[config.mk]
export PLATFORM = sky130hd
export DESIGN_NAME = m8c_issp_target
export DESIGN_NICKNAME = d
export VERILOG_FILES = /design/src/rtl/m8c_issp_target.sv
export SDC_FILE = /design/constraint.sdc
export NUM_CORES = 2
export LEC_CHECK = 0
export ABC_AREA = 1
export CAP_MARGIN = 20
export CELL_PAD_IN_SITES_DETAIL_PLACEMENT = 1
export CELL_PAD_IN_SITES_GLOBAL_PLACEMENT = 2
export CORE_MARGIN = 2
export CORE_UTILIZATION = 35
export DETAILED_ROUTE_END_ITERATION = 10
export PLACE_DENSITY = 0.71
export SLEW_MARGIN = 20
export SYNTH_ARGS = -nofsm -noshare
export SYNTH_HDL_FRONTEND = slang
export SYNTH_SLANG_ARGS = --single-unit
[constraint.sdc]
create_clock -name osc -period 8 [get_ports osc]
set_input_delay 1.2 -clock osc [delete_from_list [all_inputs] [get_ports osc]]
set_output_delay 1.2 -clock osc [all_outputs]
set_load 0.005 [all_outputs]
[src/rtl/m8c_issp_target.sv]
`timescale 1ns/1ps
// M8C ISSP target model: device end of the SCLK/SDATA link. It decodes 22-bit host
// vectors into reads and writes of mem[256]/reg[256], and produces the POR
// acknowledge and the execute busy/ready handshake.
// Ports: osc/rst  24 MHz clock, async active-high reset
//        vdd_in, sclk_in, sdata_in  asynchronous pin inputs, each 2-FF synchronised
//        sdata_out/sdata_oe  SDATA drive value and enable
//        vec_count  completed vectors (wraps)
//        state  FSM encoding: 0 OFF, 1 POR_WAIT, 2 POR_LOW, 3 SHIFT,
//               4 EXEC_BUSY, 5 EXEC_READY, 6 EXEC_ZEROS
module m8c_issp_target #(
  parameter int         POR_DELAY      = 24000,
  parameter int         POR_LOW        = 8,
  parameter logic [7:0] EXEC_REG       = 8'hF7,
  parameter int         EXEC_BUSY_CLKS = 50,
  parameter int         ABORT_TIMEOUT  = 4800
) (
  input  logic       osc,
  input  logic       rst,
  input  logic       vdd_in,
  input  logic       sclk_in,
  input  logic       sdata_in,
  output logic       sdata_out,
  output logic       sdata_oe,
  output logic [7:0] vec_count,
  output logic [2:0] state
);

  // POR_DELAY is the longest count this shared counter ever holds.
  localparam int CW = $clog2(POR_DELAY + 1);
  localparam int IW = $clog2(ABORT_TIMEOUT + 1);
  localparam int EXEC_ZERO_CLKS = 40;

  typedef enum logic [2:0] {
    S_OFF        = 3'd0,
    S_POR_WAIT   = 3'd1,
    S_POR_LOW    = 3'd2,
    S_SHIFT      = 3'd3,
    S_EXEC_BUSY  = 3'd4,
    S_EXEC_READY = 3'd5,
    S_EXEC_ZEROS = 3'd6
  } state_t;

  logic r_vdd_s1, r_vdd_s2, r_sclk_s1, r_sclk_s2, r_sclk_s3, r_sd_s1, r_sd_s2;
  state_t r_state, w_state_n;
  logic [CW-1:0] r_cnt, w_cnt_n;
  logic [4:0]    r_bitcnt, w_bitcnt_n;
  logic [20:0]   r_shift, w_shift_n;
  logic [7:0]    r_tx, w_tx_n;
  logic          r_rd, w_rd_n;
  logic [IW-1:0] r_idle, w_idle_n;
  logic          r_oe, w_oe_n, r_out, w_out_n;
  logic [7:0]    r_vec_count, w_vec_n;
  logic          w_mem_we, w_reg_we;
  logic [7:0]    r_mem [256];
  logic [7:0]    r_regs [256];

  // Edge events come from the 2nd sync flop against a 3rd delay flop.
  logic w_rise, w_fall, w_abort;
  logic [21:0] w_vec;
  assign w_rise  = r_sclk_s2 & ~r_sclk_s3;
  assign w_fall  = ~r_sclk_s2 & r_sclk_s3;
  assign w_vec   = {r_shift, r_sd_s2};  // vector as it stands including this edge's bit
  assign w_abort = (r_state == S_SHIFT) && (r_bitcnt != 5'd0) &&
                   (r_idle == IW'(ABORT_TIMEOUT));

  always_ff @(posedge osc or posedge rst) begin
    if (rst) begin
      r_vdd_s1 <= 1'b0; r_vdd_s2 <= 1'b0;
      r_sclk_s1 <= 1'b0; r_sclk_s2 <= 1'b0; r_sclk_s3 <= 1'b0;
      r_sd_s1 <= 1'b0; r_sd_s2 <= 1'b0;
      r_state <= S_OFF;
      r_cnt <= '0;
      r_bitcnt <= '0;
      r_shift <= '0;
      r_tx <= '0;
      r_rd <= 1'b0;
      r_idle <= '0;
      r_oe <= 1'b0;
      r_out <= 1'b0;
      r_vec_count <= '0;
    end else begin
      r_vdd_s1 <= vdd_in;   r_vdd_s2 <= r_vdd_s1;
      r_sclk_s1 <= sclk_in; r_sclk_s2 <= r_sclk_s1; r_sclk_s3 <= r_sclk_s2;
      r_sd_s1 <= sdata_in;  r_sd_s2 <= r_sd_s1;
      r_state <= w_state_n;
      r_cnt <= w_cnt_n;
      r_bitcnt <= w_bitcnt_n;
      r_shift <= w_shift_n;
      r_tx <= w_tx_n;
      r_rd <= w_rd_n;
      r_idle <= w_idle_n;
      r_oe <= w_oe_n;
      r_out <= w_out_n;
      r_vec_count <= w_vec_n;
    end
  end

  // Storage is deliberately not reset so contents survive rst and VDD loss.
  always_ff @(posedge osc) begin
    if (w_mem_we) r_mem[w_vec[18:11]] <= w_vec[9:2];
    if (w_reg_we) r_regs[w_vec[18:11]] <= w_vec[9:2];
  end

  always_comb begin
    w_state_n  = r_state;
    w_cnt_n    = r_cnt;
    w_bitcnt_n = r_bitcnt;
    w_shift_n  = r_shift;
    w_tx_n     = r_tx;
    w_rd_n     = r_rd;
    w_oe_n     = r_oe;
    w_out_n    = r_out;
    w_vec_n    = r_vec_count;
    w_idle_n   = r_idle;
    w_mem_we   = 1'b0;
    w_reg_we   = 1'b0;

    // Idle timer only runs in SHIFT and saturates at the abort threshold.
    if (r_state != S_SHIFT || w_rise || w_fall) w_idle_n = '0;
    else if (r_idle != IW'(ABORT_TIMEOUT))      w_idle_n = r_idle + 1'b1;

    if (!r_vdd_s2) begin
      // Supply loss overrides everything, including a coincident SCLK edge.
      w_state_n  = S_OFF;
      w_oe_n     = 1'b0;
      w_out_n    = 1'b0;
      w_bitcnt_n = '0;
      w_rd_n     = 1'b0;
    end else begin
      case (r_state)
        S_OFF: begin
          w_state_n = S_POR_WAIT;
          w_cnt_n   = CW'(POR_DELAY);
        end
        S_POR_WAIT: begin
          if (r_cnt <= CW'(1)) begin
            w_state_n = S_POR_LOW;
            w_oe_n    = 1'b1;
            w_out_n   = 1'b0;
            w_cnt_n   = CW'(POR_LOW);
          end else w_cnt_n = r_cnt - 1'b1;
        end
        S_POR_LOW: begin
          if (r_cnt <= CW'(1)) begin
            w_state_n  = S_SHIFT;
            w_oe_n     = 1'b0;
            w_bitcnt_n = '0;
            w_rd_n     = 1'b0;
          end else w_cnt_n = r_cnt - 1'b1;
        end
        S_SHIFT: begin
          if (w_abort) begin
            // Abort wins over an edge landing on the same cycle.
            w_bitcnt_n = '0;
            w_oe_n     = 1'b0;
            w_rd_n     = 1'b0;
          end else if (w_rise) begin
            w_shift_n = w_vec[20:0];
            // 12th edge: opcode and address sit in r_shift[10:0].
            if (r_bitcnt == 5'd11 && r_shift[10] && r_shift[8]) begin
              w_rd_n = 1'b1;
              w_tx_n = r_shift[9] ? r_regs[r_shift[7:0]] : r_mem[r_shift[7:0]];
            end
            if (r_bitcnt == 5'd21) begin
              w_bitcnt_n = '0;
              w_rd_n     = 1'b0;
              w_vec_n    = r_vec_count + 8'd1;
              if (w_vec[21] && !w_vec[19]) begin
                w_mem_we = !w_vec[20];
                w_reg_we = w_vec[20];
                if (w_vec[20] && w_vec[18:11] == EXEC_REG) begin
                  w_state_n = S_EXEC_BUSY;
                  w_cnt_n   = '0;
                end
              end
            end else w_bitcnt_n = r_bitcnt + 5'd1;
          end else if (w_fall && r_rd) begin
            // Falling after edge k (12..19) presents tx[19-k]; after edge 20 release.
            if (r_bitcnt >= 5'd12 && r_bitcnt <= 5'd19) begin
              w_oe_n  = 1'b1;
              w_out_n = r_tx[3'(5'd19 - r_bitcnt)];
            end else if (r_bitcnt == 5'd20) begin
              w_oe_n = 1'b0;
            end
          end
        end
        S_EXEC_BUSY: begin
          if (w_fall) begin
            w_oe_n  = 1'b1;
            w_out_n = 1'b1;
          end
          if (w_rise) begin
            if (r_cnt == CW'(EXEC_BUSY_CLKS - 1)) begin
              w_state_n = S_EXEC_READY;
              w_cnt_n   = '0;
            end else w_cnt_n = r_cnt + 1'b1;
          end
        end
        S_EXEC_READY: begin
          // Low is presented on the falling edge so the host samples it on the next rise.
          if (w_fall) w_out_n = 1'b0;
          if (w_rise) begin
            w_state_n = S_EXEC_ZEROS;
            w_oe_n    = 1'b0;
            w_cnt_n   = '0;
          end
        end
        S_EXEC_ZEROS: begin
          if (w_rise) begin
            if (r_cnt == CW'(EXEC_ZERO_CLKS - 1)) begin
              w_state_n  = S_SHIFT;
              w_bitcnt_n = '0;
            end else w_cnt_n = r_cnt + 1'b1;
          end
        end
        default: w_state_n = S_OFF;
      endcase
    end
  end

  assign sdata_out = r_out;
  assign sdata_oe  = r_oe;
  assign vec_count = r_vec_count;
  assign state     = r_state;

endmodule
### Word-level counts from Yosys, hierarchy flattened

Memories as Yosys holds them, arrays and structs flattened.
Cells that the tools add are included.

* $add $sub $neg: 6
* order comparisons: 4
* equality and inequality tests: 51
* mux-type cells: 80
* bitwise gates (word level): 5
* reduce and logical (&&, ||, !) cells: 25

Operators with widths (number)
* 15-bit two-way mux: 12
* 15-bit case mux with 7 select lines: 1
* 3-bit two-way mux: 13
* 1-bit two-way mux: 38
* 3-bit inequality test, second input constant: 12
* 5-bit two-way mux: 7
* 15-bit by 6-bit == test with 1-bit output, second input constant: 2
* 13-bit two-way mux: 2
* 12-bit AND reduction: 2
* 3-bit case mux with 7 select lines: 1
* 3-bit by 2-bit inequality test with 1-bit output, second input constant: 6
* 8-bit AND reduction: 2
* 15-bit by 1-bit adder with 15-bit output, second input constant: 1
* 15-bit by 1-bit less-or-equal comparator with 1-bit output, second input constant: 1
* 5-bit case mux with 3 select lines: 1
* 5-bit AND reduction: 3
* 15-bit by 1-bit subtractor with 15-bit output, second input constant: 1
* 2-bit inequality test, second input constant: 7
* 13-bit by 1-bit adder with 13-bit output, second input constant: 1
* 13-bit == test, second input constant: 1
* 13-bit inequality test, second input constant: 1
* 5-bit == test, second input constant: 2
* 5-bit by 3-bit inequality test with 1-bit output, second input constant: 2
* 3-bit == test, second input constant: 3
* other kinds (32): 49

* register bits after elaboration: 83
* RAM bits: 4096
* input bits: 5
* output and inout port bits: 13
* logic and storage cells: 190
* memories: 2

Memories
* r_mem: depth 256, width 8, rd ports 1, clocked after memory_dff 0, wr ports 1, RTL line 55 `logic [7:0] r_mem [256];`
* r_regs: depth 256, width 8, rd ports 1, clocked after memory_dff 0, wr ports 1, RTL line 56 `logic [7:0] r_regs [256];`

### Logic depth before layout (Yosys ltp)

* depth in word-level cells: 10
* gate-level depth with buffers: 17
* depth with buffers taken out: 14

### Worst setup path before layout

OpenSTA, ideal clock, no wires.

* kind: reg-to-reg
* start: register r_shift[1]
* end: register r_tx[7]
* setup time: 0.118 ns
* arrival time: 8.369 ns
* required time: 7.882 ns
* setup slack: -0.487 ns
* cell stages (with the launch flop): 16
* buffers on the path: 4
* period minus slack after synthesis: 8.487 ns
* path through: dfrtp_1 buf_2 buf_2 buf_2 buf_1 nand3_1 nand3_1 nand3_1 nand3_1 nand3_1 nand2_1 nand2_1 nand3_1 nand3_1 nand3_1 nand2_1

* word-level cells in the longest chain between the ends: 2
* elaborated cells on any way between the ends: 3
* classes of those cells: 1 x mux; 2 x memory

RTL lines
* start: declaration: RTL line 48 `logic [20:0] r_shift, w_shift_n;`
* start signal: assignment: RTL line 89 `r_shift <= w_shift_n;`
* memory 256 x 8 bit, on equally long branches
* 8-bit two-way mux (*): RTL line 163 `w_tx_n = r_shift[9] ? r_regs[r_shift[7:0]] : r_mem[r_shift[7:0]];`
* end signal: assignment: RTL line 90 `r_tx <= w_tx_n;`
* end: declaration: RTL line 49 `logic [7:0] r_tx, w_tx_n;`

Every way passes the cells marked *; elsewhere a longest branch is shown, timed or not.
A chain may end at the register's enable or synchronous reset.

### Final worst setup path

* start: register r_idle[0]
* end: memory r_mem[39][0] (enable)

* word-level cells in the longest chain between the ends: 7

RTL lines
* start: declaration: RTL line 51 `logic [IW-1:0] r_idle, w_idle_n;`
* start signal: assignment: RTL line 92 `r_idle <= w_idle_n;`
* 13-bit == test: RTL line 65 `(r_idle == IW'(ABORT_TIMEOUT));`
* 1-bit logical AND: RTL line 64 `assign w_abort = (r_state == S_SHIFT) && (r_bitcnt != 5'd0) &&`
* 1-bit two-way mux: RTL line 153 `if (w_abort) begin`
* 1-bit two-way mux: RTL line 131 `case (r_state)`
* 1-bit two-way mux: RTL line 123 `if (!r_vdd_s2) begin`
* 1-bit two-way mux: RTL line 101 `if (w_mem_we) r_mem[w_vec[18:11]] <= w_vec[9:2];`
* 1-bit two-way mux (implied by the code): RTL line 101
* end: declaration: RTL line 55

Every way passes these cells.

==> metrics.md <==
| Metric | Value |
|---|---|
| Routed WL | between 500000 and 600000 um |
| Initial Util | 35.1% |
| # DRC | 0 |
| Largest net degree at the start of global routing | 187 |
| Final setup vio count | 0 |
| Total track usage | between 20 and 25% |
| Slew margin rel. | 21.2% |
| Post-CTS Setup Bufs | 0 |
| Commonest non-fill, non-tap cells in the layout | nand2_1, edfxtp_1, nand3_1 |
| Final Hold Fails | 0 |
| Logic pwr share | 12.7% |
| EDFF count, synth | between 4000 and 5000 |
| Worst-path clk slew | 60 ps |
| CP Capture Type | flop |
| NetSw | 0.0138 W |
| RSZ-0062 raised after global routing | false |
| Htree depth | 5 |
| Post-Syn Area | 0.172 mm^2 |
| Vias | 113118 |
| Sinks on Clock Net | ~4200 |
| DR pass1 iterations | 5 |
| Clock Skews | roughly 74 ps |
| DP HPWL | 285000 um |
| Area after DPL | 0.180 mm^2 |
| P_int | 0.0373 W |
| Vias in the first global route | 115136 |
| Maximum VDD drop | 189 uV |
| Synth Flop Type | edfxtp_1 |
| Status | finished, final reports clean |
| Core area | 0.490 mm^2 |
| Number of antenna violations at the first check in global routing | 10 |
| Fill cell total of the finished layout | a little over 50000 |
| Die Span Y | approximately 710 um |
| Synthesized Nets | between 10000 and 15000 |
| Fin nets | 14286 |
| Setup TNS Final | 0 ps |
| TritonCTS clock tree | built |
| Count of different cell masters after synthesis | 48 |
| Post-cts gate resize count | 0 |
| Asr flop ratio synth | 1.99% |
| Row Count | 257 |
| WL per Instance | 25.0 um |
| Total die area | about 0.5 mm^2 |
| Clock period minus final worst setup slack | between 5000 and 6000 ps |
| Least-Margin Pin Slew | 1170 ps |
| Synth-to-Final Area Change | 12.8% |
| Type of the worst setup path | flop to flop |
| Via density | 5.35 |
| Register area share after synthesis | a little over 70% |
| Chip Width | 705 um |
| First-pass GRT wire length | about 780000 um |
| Startpoint Class | flop |
| Yosys top cell by area | edfxtp_1 |
| Grt total ovfl | 0 |
| DRT iter0 DRCs | between 9000 and 10000 |
| Antenna Nets Post-Route | 0 |
| Ranking of synthesized cells by area | edfxtp_1, nand3_1, nand2_1 |
| Worst EP arrival | 5730 ps |
| Final Cycle Share | 63.2% |
| Most common cell after layout, fill and taps aside | nand2_1 |
| Register bit total from synthesis | 4179 |
| Synth Instances | 14571 |
| Hold buffers post-CTS | 0 |
| Layout cell share with drive strength beyond 1 | 9.38% |
| Worst skew pair latency | ~1100 ps |
| Share of the synthesized area in the top cell type | 71.4% |
| Switching Fraction | 27.0% |
| Multi-input logic area | roughly 0.043 mm^2 |
| Peak fanout along the critical path | between 40 and 50 |
| Max clock buf depth | 4 |
| IO Port Bufs | 17 |
| Clock root buffer | clkbuf_16 |
| Placer Congestion | 0.766 |
| Max frequency | 198 MHz |
| FF/Latch Area | 0.125 mm^2 |
| Hold Path Class | flop to flop |
| Leak | 65.7 nW |
| Max-cap violation count | 0 |
| Pwr Density | ~260 mW/mm^2 |
| Post-route design area | 0.194 mm^2 |
| Placement Setup Slack | 2960 ps |
| Avg Cell Area, Syn | 11.8 um^2 |
| Inserted Clock Buffers | 458 |
| Worst Path Required | just under 9000 ps |
| Setup WS post-layout | 2940 ps |
| Clock power frac | 40.4% |
| Yosys Warn Count | 0 |
| Reg power frac | ~47% |
| Max Slew Vio Count | 0 |
| IO Pins | 18 |
path summary, 6_finish.rpt:
kind / startpoint / endpoint / slack, ps / cells past startpoint
max: r_idle[0] / r_mem[39][0] / 2940 / 12
min: r_sd_s1 / r_sd_s2 / 380 / 0
max reg2reg: r_idle[0] / r_mem[39][0] / 2940 / 12
min reg2reg: r_sd_s1 / r_sd_s2 / 380 / 0
max in group asynchronous: rst / r_shift[8] / 6140 / 3
min in group asynchronous: rst / vec_count[3] / 610 / 2
state kept, by name, summed over array words and instances (netlist names):
register,cells
r_sclk_s1,1
sdata_oe,1
r_mem,2048
state,3
r_rd,1
r_regs,2048
sdata_out,1
r_cnt,15
r_sclk_s3,1
r_idle,13
r_shift,21
r_sd_s1,1
r_tx,8
vec_count,8
r_sd_s2,1
r_vdd_s1,1
r_sclk_s2,1
r_bitcnt,5
r_vdd_s2,1
power by group through the flow:
stage / clock network (W) / registers (W) / logic (W)
global placement: 0 / 0.0244 / 0.00649
finish: 0.0207 / 0.0240 / 0.00650
global route: 0.0218 / 0.0240 / 0.00730
floorplan: 0 / 0.0245 / 0.00440
CTS: 0.0210 / 0.0240 / 0.00660
detailed placement: 0 / 0.0244 / 0.00657
layout make-up:
cell class / instances / share of cell area [%]
sequential: 4179 / 64.4
clock buffer: 582 / 6.21
clock inverter: 254 / 1.22
tap: 6475 / 4.17
antenna: 2 / 0.00258
timing repair buffer: 310 / 1.61
inverter: 96 / 0.207
multi-input combinational: 9227 / 22.2
worst max-delay path, cell delays in order (launching register included):
cell and delay [ps]:
dfrtp_1 380, inv_1 120, ha_1 200, nand3_1 110, nor3_1 460, nand2_2 180, nand2_4 390, inv_4 120
nand2_1 100, or3_4 690, buf_4 640, buf_4 860, nor3_2 280
logic make-up (layout without fill, tap and decap cells):
logic type                 after synthesis  after routing  synth area share, %
other                                    0              2                    0
buffers and inverters                 1165           1242                 2.91
and+or+nand+nor                       9074           9074                 23.9
AOI/OAI and AO/OA                      117            117                0.372
xor gates and xnor gates                26             26                0.132
muxes                                    1              1              0.00654
adders and majority gates                9              9               0.0654
DFF                                   4179           4179                 72.6
stage by stage:
step                cells  hold WS (ps)  utilization, %  total power (W)
detailed placement  20286           368            36.7           0.0310
global route        21124           394            39.7           0.0530
CTS                 21122           381            39.6           0.0516
global placement    20278           336            36.5           0.0309
floorplan           14571           331               -           0.0289
finish              21125           381            39.7           0.0511
synthesized netlist by cell type (all sizes together) (5+ instances only):
library cell and count:
dfrtp 83, nor3 532, o21ai 76, edfxtp 4096
ha 9, clkinv 5, dlygate4sd1 14, a21oi 20
buf 406, nand4 15, nand2 4347, xor2 24
nand3 4081, clkbuf 649, o211ai 6, nor2 91
inv 91
layer usage:
layer  vias up  part of all wire (%)  wire length [um]  track usage, %
met5         -                0.0013                 7               0
met1     58376                    45            238000            29.1
met4         2                   2.9             15300            5.80
met2      2480                    48            251000            33.8
li1      51564                     -                 -               -
met3       696                   4.5             23600            2.27
Note: power is estimated with default switching activity, not from simulation.
